## src/rtl/ifu_fetch.sv

```systemverilog
// Instruction fetch unit: one outstanding read per fetch, with misalignment,
// bus-error and timeout faults reported alongside the held instruction.
module ifu_fetch #(
    parameter int unsigned          CPU_Width    = 32,
    parameter logic [CPU_Width-1:0] RESET_VECTOR = CPU_Width'(32'h8000_0000),
    parameter int unsigned          TIMEOUT      = 255
) (
    input  logic                 clk,
    input  logic                 rst,
    input  logic [CPU_Width-1:0] i_ifu_npc,
    input  logic                 i_ifu_fetch,
    output logic [CPU_Width-1:0] o_ifu_araddr,
    output logic                 o_ifu_arvalid,
    input  logic                 i_ifu_arready,
    input  logic [31:0]          i_ifu_rdata,
    input  logic [1:0]           i_ifu_rresp,
    input  logic                 i_ifu_rvalid,
    output logic                 o_ifu_rready,
    output logic [CPU_Width-1:0] o_ifu_pc,
    output logic [31:0]          o_ifu_inst,
    output logic [1:0]           o_ifu_fault,
    output logic                 o_ifu_valid,
    input  logic                 i_ifu_ready
);

    localparam int unsigned CNT_W = 10;

    localparam logic [1:0] FAULT_NONE = 2'd0;
    localparam logic [1:0] FAULT_MIS  = 2'd1;
    localparam logic [1:0] FAULT_BUS  = 2'd2;
    localparam logic [1:0] FAULT_TMO  = 2'd3;

    typedef enum logic [1:0] {IDLE, ADDR, DATA, HOLD} state_t;

    state_t               state;
    logic                 pending;
    logic [CPU_Width-1:0] pc_q;
    logic [CNT_W-1:0]     wait_cnt;
    logic                 timeout_hit_c;

    // Last counted bus cycle of this fetch; a handshake in it still wins.
    assign timeout_hit_c = (wait_cnt >= CNT_W'(TIMEOUT - 1));

    assign o_ifu_pc = pc_q;

    // Fetch FSM with all bus and IDU outputs registered.
    always_ff @(posedge clk or negedge rst) begin
        if (!rst) begin
            state         <= IDLE;
            pending       <= 1'b1;
            pc_q          <= RESET_VECTOR;
            wait_cnt      <= '0;
            o_ifu_araddr  <= '0;
            o_ifu_arvalid <= 1'b0;
            o_ifu_rready  <= 1'b0;
            o_ifu_inst    <= '0;
            o_ifu_fault   <= FAULT_NONE;
            o_ifu_valid   <= 1'b0;
        end else begin
            if (i_ifu_fetch) begin
                pending <= 1'b1;
            end
            case (state)
                IDLE: begin
                    if (pending || i_ifu_fetch) begin
                        pending  <= 1'b0;
                        pc_q     <= i_ifu_npc;
                        wait_cnt <= '0;
                        if (i_ifu_npc[1:0] != 2'b00) begin
                            state       <= HOLD;
                            o_ifu_inst  <= '0;
                            o_ifu_fault <= FAULT_MIS;
                            o_ifu_valid <= 1'b1;
                        end else begin
                            state         <= ADDR;
                            o_ifu_araddr  <= i_ifu_npc;
                            o_ifu_arvalid <= 1'b1;
                        end
                    end
                end
                ADDR: begin
                    wait_cnt <= wait_cnt + CNT_W'(1);
                    if (i_ifu_arready) begin
                        state         <= DATA;
                        o_ifu_arvalid <= 1'b0;
                        o_ifu_araddr  <= '0;
                        o_ifu_rready  <= 1'b1;
                    end else if (timeout_hit_c) begin
                        state         <= HOLD;
                        o_ifu_arvalid <= 1'b0;
                        o_ifu_araddr  <= '0;
                        o_ifu_inst    <= '0;
                        o_ifu_fault   <= FAULT_TMO;
                        o_ifu_valid   <= 1'b1;
                    end
                end
                DATA: begin
                    wait_cnt <= wait_cnt + CNT_W'(1);
                    if (i_ifu_rvalid) begin
                        state        <= HOLD;
                        o_ifu_rready <= 1'b0;
                        o_ifu_inst   <= i_ifu_rdata;
                        o_ifu_fault  <= (i_ifu_rresp != 2'b00) ? FAULT_BUS : FAULT_NONE;
                        o_ifu_valid  <= 1'b1;
                    end else if (timeout_hit_c) begin
                        state        <= HOLD;
                        o_ifu_rready <= 1'b0;
                        o_ifu_inst   <= '0;
                        o_ifu_fault  <= FAULT_TMO;
                        o_ifu_valid  <= 1'b1;
                    end
                end
                HOLD: begin
                    if (i_ifu_ready) begin
                        state       <= IDLE;
                        o_ifu_valid <= 1'b0;
                    end
                end
                default: begin
                    state <= IDLE;
                end
            endcase
        end
    end

endmodule

```

## config.mk

```make
export PLATFORM = sky130hd
export DESIGN_NAME = ifu_fetch
export DESIGN_NICKNAME = d
export VERILOG_FILES = /design/src/rtl/ifu_fetch.sv
export SDC_FILE = /design/constraint.sdc
export NUM_CORES = 1
export LEC_CHECK = 0
export CORE_ASPECT_RATIO = 0.9
export CORE_UTILIZATION = 55
export CTS_CLUSTER_SIZE = 25
export DETAILED_ROUTE_END_ITERATION = 12
export DONT_BUFFER_PORTS = 1
export GPL_ROUTABILITY_DRIVEN = 0
export GPL_TIMING_DRIVEN = 0
export PLACE_DENSITY = 0.78
export RECOVER_POWER = 50
export SYNTH_ARGS = -nofsm -noshare
export SYNTH_HDL_FRONTEND = slang
export SYNTH_SLANG_ARGS = --single-unit
```

## constraint.sdc

```tcl
create_clock -name clk -period 5.95 [get_ports clk]
set_input_delay 0.8925 -clock clk [delete_from_list [all_inputs] [get_ports clk]]
set_output_delay 0.8925 -clock clk [all_outputs]
set_load 0.01 [all_outputs]
```

==> results of run 1 <==
-- how the worst min path moves through the flow --
stage | startpoint | to | slack (ps) | cells after the start
after detailed placement | wait_cnt[0]$_DFFE_PN0P_ | wait_cnt[0]$_DFFE_PN0P_ | 540 | 1
after CTS | rst | o_ifu_inst[11]$_DFFE_PN0P_ | 70 | 0
after floorplan | pending$_DFF_PN1_ | pending$_DFF_PN1_ | 500 | 2
final | rst | o_ifu_araddr[27]$_DFFE_PN0P_ | 80 | 0
after global routing | rst | o_ifu_araddr[27]$_DFFE_PN0P_ | 50 | 0
after global placement | pending$_DFF_PN1_ | pending$_DFF_PN1_ | 510 | 2
-- area by class of cell --
class | count | area share, %
Sequential cell | 114 | 50.3
Multi-Input combinational cell | 213 | 33.2
Clock buffer | 18 | 7.54
Clock inverter | 14 | 3.53
Tap cell | 119 | 2.62
Buffer | 19 | 2.14
Inverter | 9 | 0.596
-- worst max-delay path, stage by stage (launching register included) --
cell and delay (ps):
dfrtp_1 430, inv_1 120, ha_1 180, clkbuf_1 340
or4b_1 530, a22oi_4 310, buf_6 240, mux2_4 320
-- flip-flops by register name, indices dropped and copies added (netlist names) --
signal,count
o_ifu_fault,2
o_ifu_arvalid,1
wait_cnt,10
o_ifu_pc,32
pending,1
state,2
o_ifu_inst,32
o_ifu_rready,1
o_ifu_araddr,32
o_ifu_valid,1
-- layout by cell type (no fill, tap or decap), types with 5 or more instances in the layout --
cell type,count
o21ai_0,8
mux2_4,20
a21oi_1,12
mux2_2,39
inv_6,5
ha_1,7
clkbuf_16,16
clkbuf_1,9
buf_6,6
dfrtp_1,112
nor2_1,10
a22o_1,32
inv_1,9
nor2b_1,32
-- power groups by stage --
| stage | clock [mW] | sequential, mW | combinational [mW] |
|---|---|---|---|
| 2_1_floorplan | 0 | 1.44 | 0.931 |
| 3_3_place_gp | 0 | 1.51 | 1.06 |
| 3_5_place_dp | 0 | 1.53 | 1.11 |
| 4_1_cts | 1.08 | 1.53 | 1.13 |
| 5_1_grt | 1.12 | 1.57 | 1.22 |
| 6_report | 1.07 | 1.53 | 1.11 |
-- cell families after synthesis --
group,after synthesis,synth area share [%]
adders and majority gates,7,1.79
DFF,114,58.3
muxes,63,16.0
and+or+nand+nor,70,8.50
buffers and inverters,28,3.24
AOI/OAI and AO/OA,68,11.3
xor gates and xnor gates,5,0.894
-- metal layers --
layer | vias to the layer above | global-route usage (%) | wire length, microns
li1 | 1320 | - | -
met1 | 1516 | 28.1 | 4220
met2 | 132 | 38.7 | 5300
met3 | 22 | 9.16 | 885
met4 | 0 | 9.78 | 234
met5 | - | 0 | 0
-- metrics by stage --
| stage | total power [mW] | utilization (%) | cells | worst slack [ps] | instance area (sq um) |
|---|---|---|---|---|---|
| 6_report | 3.70 | 65.9 | 506 | 3370 | 5670 |
| 4_1_cts | 3.73 | 65.9 | 506 | 3550 | 5680 |
| 3_5_place_dp | 2.64 | 58.6 | 474 | 3450 | 5050 |
| 3_3_place_gp | 2.58 | 58.6 | 474 | 3490 | 5050 |
| 5_1_grt | 3.91 | 65.9 | 506 | 3220 | 5670 |
| 2_1_floorplan | 2.37 | - | 355 | 3610 | 4900 |
==> results.yml, run 1 <==
status:
  status: "finished, final reports clean"
pwr:
  p_sw_mw: 1.31
  sw_frac_of_total_pct: 35.3
  p_leak_nw: 2.56
  internal_power_mw: 2.40
  powerDensity_nw_per_um2: 653
  pwr-share-clk_pct: 28.8
  combPwrFrac_pct: 30.1
  p_seq_share_pct: 41.2
  ir_worst_vdd_uv: 321
detailed_routing:
  vias: 2990
  routedWlPerCell_microns: 21.0
  dr.pass1.iters: 4
  drc: 0
  antenna_left: 0
  avgViaCountPerCell: 5.91
  drt_iter0_markers: 119
  wl_microns: 10600
clocking:
  clockRootBuffer: "clkbuf_8"
  cts_sinks: 114
  clk-insertion-delay-late_ps: 510
  cts_buffers: 17
  cts_setup_buffers: 0
  holdBufCountCts: 0
  cts_max_level: 4
  clock_path_buffers: 2
  cts_tree: "done"
  ctsResizeCount: 0
  clkTransAtPathRegs_ps: 60
timing:
  period_share_pct: 43.4
  tns_ps: 0
  rsz0062_at_grt: "false"
  finalHoldViolations: 0
  min_period_ps: 2580
  finalMaxSlewViolations: 0
  worst_pin_slew_ps: 735
  setup_viol_count_final: 0
  relSlewSlack_pct: 50.9
  fmax_mhz: 387
  holdWs_ps: 78.2
  skew_ps: 6.91
floorplan:
  start_util_pct: 56.9
  die_area_sq_um: 9290
  die_x_microns: 101
  core_sq_um: 8610
  ios: 173
  rows: 32
  die_height_microns: 91.5
synthesis:
  yosys_most_used_dff: "dfrtp_1"
  syn-num-nets: 434
  synth_largest_area_cell: "dfrtp_1"
  syn-cell-area_sq_um: 4900
  ys_types: 48
  synthTopCellsByArea: "dfrtp_1, mux2_2, mux2_4, a22o_1, nor2b_1"
  yosysTopAreaCellShare_pct: 57.2
  ys_top_cells_by_count: "dfrtp_1, mux2_2, a22o_1, nor2b_1, mux2_4"
  synth_seq_cells: 114
  synth-edff-count: 0
  ys.warnings.count: 0
  ys_async_sr_fraction_pct: 100
  synth-seq-area-share_pct: 58.3
  avgSynthCellArea_sq_um: 13.8
  synthCells: 355
  yosysMostFrequentCell: "dfrtp_1"
setup_path:
  timing.rr.start: "state[0]$_DFFE_PN0P_"
  critPathCapture: "o_ifu_araddr[12]$_DFFE_PN0P_"
  crit_path_end_kind: "flip-flop"
  rr_worst_depth: 7
  crit_fanout: 10
  critPathArrivalTime_ps: 2970
  crit_required_ps: 6340
  setup.worst_path.start: "state[0]$_DFFE_PN0P_"
  reg2reg_slack_ps: 3370
  start_kind: "flip-flop"
  r2r-end: "o_ifu_araddr[12]$_DFFE_PN0P_"
  crit_type: "reg -> reg"
global_routing:
  grt_overflow: 0
  grt_max_degree: 115
  grtUsageTotal_pct: 23.8
  grt_pass1_wl_microns: 16500
  antenna_found_initial: 0
  grt_pass1_vias: 3172
cells_and_area:
  fill_cells: 619
  multi_input_area_sq_um: 1890
  n_antenna_cell: 0
  regArea_sq_um: 2860
  drive_above_1_share_pct: 27.6
  syn2layout_area_growth_pct: 15.8
  num-nets-final: 453
hold_path:
  min_path_type: "in -> async"
flow_run:
  drv_cap: 0
placed_design:
  numPortBuffers: 0
  dpl.hpwl_microns: 7320
(Power assumes the default switching activity.)
==> run 2, diff against run 1 <==
--- a/config.mk
+++ b/config.mk
@@ -5,6 +5,7 @@
 export SDC_FILE = /design/constraint.sdc
 export NUM_CORES = 1
 export LEC_CHECK = 0
+export ABC_AREA = 1
 export CORE_ASPECT_RATIO = 0.9
 export CORE_UTILIZATION = 55
 export CTS_CLUSTER_SIZE = 25
==> constraint.sdc (replaced) <==
create_clock -name clk -period 2.6 [get_ports clk]
set_input_delay 0.39 -clock clk [delete_from_list [all_inputs] [get_ports clk]]
set_output_delay 0.39 -clock clk [all_outputs]
set_load 0.01 [all_outputs]
==> results.yml, run 2 <==
status:
  status: "finished with violations"
  violations: "negative hold slack"
pwr:
  ir_worst_vdd_uv: 767
  powerDensity_nw_per_um2: 1310
  p_leak_nw: 3.24
timing:
  relSlewSlack_pct: 68.0
  setup_viol_count_final: 0
  holdWs_ps: -418
  finalMaxSlewViolations: 0
  skew_ps: 17.2
  layout_setup_ws_ps: 348
  worst_pin_slew_ps: 480
  finalHoldViolations: 114
  period_share_pct: 86.6
  min_period_ps: 2250
  rsz0062_at_grt: "false"
  tns_ps: 0
  fmax_mhz: 444
global_routing:
  grt_pass1_wl_microns: 20100
  grt_pass1_vias: 4287
  grtUsageTotal_pct: 28.6
  grt_max_degree: 115
  grt_overflow: 0
  antenna_found_initial: 0
hold_path:
  min_path_type: "in -> async"
floorplan:
  die_area_sq_um: 9080
  ios: 173
  start_util_pct: 58.2
  die_height_microns: 90.5
  core_sq_um: 8220
  rows: 31
  die_x_microns: 100
synthesis:
  synth_seq_cells: 114
  yosys_most_used_dff: "dfrtp_1"
  syn-num-nets: 650
  synth_largest_area_cell: "dfrtp_1"
  ys_top_cells_by_count: "nand2_1, dfrtp_1, inv_1, o21ai_1, nor2_1"
  synth-edff-count: 0
  yosysMostFrequentCell: "nand2_1"
  syn-cell-area_sq_um: 4790
  ys_async_sr_fraction_pct: 100
  synthTopCellsByArea: "dfrtp_1, nand2_1, o21ai_1, inv_1, nor2_1"
  ys.warnings.count: 0
  avgSynthCellArea_sq_um: 8.39
  synth-seq-area-share_pct: 59.6
  yosysTopAreaCellShare_pct: 58.5
  synthCells: 571
  ys_types: 26
clocking:
  cts_buffers: 17
  clkTransAtPathRegs_ps: 60
  clk-insertion-delay-late_ps: 510
  cts_setup_buffers: 0
  cts_max_level: 4
  clock_path_buffers: 2
  cts_tree: "done"
  ctsResizeCount: 0
  cts_sinks: 114
  holdBufCountCts: 55
  clockRootBuffer: "clkbuf_8"
cells_and_area:
  n_antenna_cell: 0
  final_common_cell: "nand2_1"
  num-nets-final: 724
  fill_cells: 582
  syn2layout_area_growth_pct: 26.7
  layout_common_cells: "nand2_1, dfrtp_1, dlygate4sd3_1"
  drive_above_1_share_pct: 8.21
setup_path:
  crit_required_ps: 2980
  crit_fanout: 10
  critPathArrivalTime_ps: 2630
  crit_path_end_kind: "flip-flop"
  crit_type: "reg -> reg"
  start_kind: "flip-flop"
detailed_routing:
  drt_iter0_markers: 153
  routedWlPerCell_microns: 16.1
  route.met3.wl_microns: 1200
  dr.pass1.iters: 4
  wl_microns: 12400
  avgViaCountPerCell: 5.30
  routed-wl-met2_microns: 6130
  antenna_left: 0
  highest_layer: "met4"
  met1Wirelength_microns: 4810
  drc: 0
  vias: 4096
placed_design:
  dpl.hpwl_microns: 7630
  numPortBuffers: 0
  place_ws_ps: 626
flow_run:
  drv_cap: 0
==> run 2: path summary, 6_finish.rpt <==
path                                         start                            to  slack, ps  cells past startpoint
max                           state[0]$_DFFE_PN0P_  o_ifu_araddr[11]$_DFFE_PN0P_        350                      9
min                                            rst   o_ifu_araddr[6]$_DFFE_PN0P_       -420                      0
max in group asynchronous                      rst             pending$_DFF_PN1_       2820                      0
min in group clk                   i_ifu_rdata[25]    o_ifu_inst[25]$_DFFE_PN0P_         20                      2
max reg2reg                   state[0]$_DFFE_PN0P_  o_ifu_araddr[11]$_DFFE_PN0P_        350                      9
min reg2reg                wait_cnt[4]$_DFFE_PN0P_       wait_cnt[4]$_DFFE_PN0P_        490                      1
==> run 2: metal layers <==
| metal | track usage, % | vias to the layer above |
|---|---|---|
| li1 | - | 1915 |
| met1 | 31.4 | 1965 |
| met2 | 48.9 | 187 |
| met3 | 11.8 | 29 |
| met5 | 0 | - |
| met4 | 11.0 | 0 |
==> run 2: power breakdown <==
part	switching (mW)	leakage (nW)	internal (mW)
Combinational	1.54	1.48	0.779
Sequential	0.853	1.47	2.51
Clock	0.789	0.280	1.46
Total	3.18	3.24	4.74
==> run 2: cell type report <==
cell class,count,area [sq um],area share (%)
Multi-Input combinational cell,399,1700,28.0
Buffer,23,105,1.73
Tap cell,115,144,2.37
Clock inverter,9,106,1.75
Inverter,35,131,2.17
Clock buffer,23,477,7.86
Timing Repair Buffer,55,551,9.08
Sequential cell,114,2860,47.1
==> run 2: cells by family (layout without fill, tap and decap cells) <==
kind of cell | Yosys count | after routing | synth area share (%)
flip-flops | 114 | 114 | 59.6
adder cells (fa/ha/maj) | 7 | 7 | 1.83
AO/OA/AOI/OAI | 56 | 56 | 6.30
AND/OR/NAND/NOR | 336 | 336 | 27.3
buffers and inverters | 58 | 145 | 4.96
==> run 2: through the flow <==
step	cell area [sq um]	util, %	power (mW)	std cells
3_3_place_gp	4930	60.0	5.43	686
3_5_place_dp	4930	60.0	5.55	686
4_1_cts	6070	73.8	7.93	773
5_1_grt	6060	73.8	8.49	773
2_1_floorplan	4790	-	4.90	571
6_report	6060	73.8	7.92	773
==> run 2: critical path, cell delays in order (launching register included) <==
cell and delay, ps:
dfrtp_1 420, inv_1 120, ha_1 150, clkbuf_1 340
nand3_1 250, o22ai_1 270, o21ai_4 160, buf_2 230
nand2_1 110, o21ai_1 80
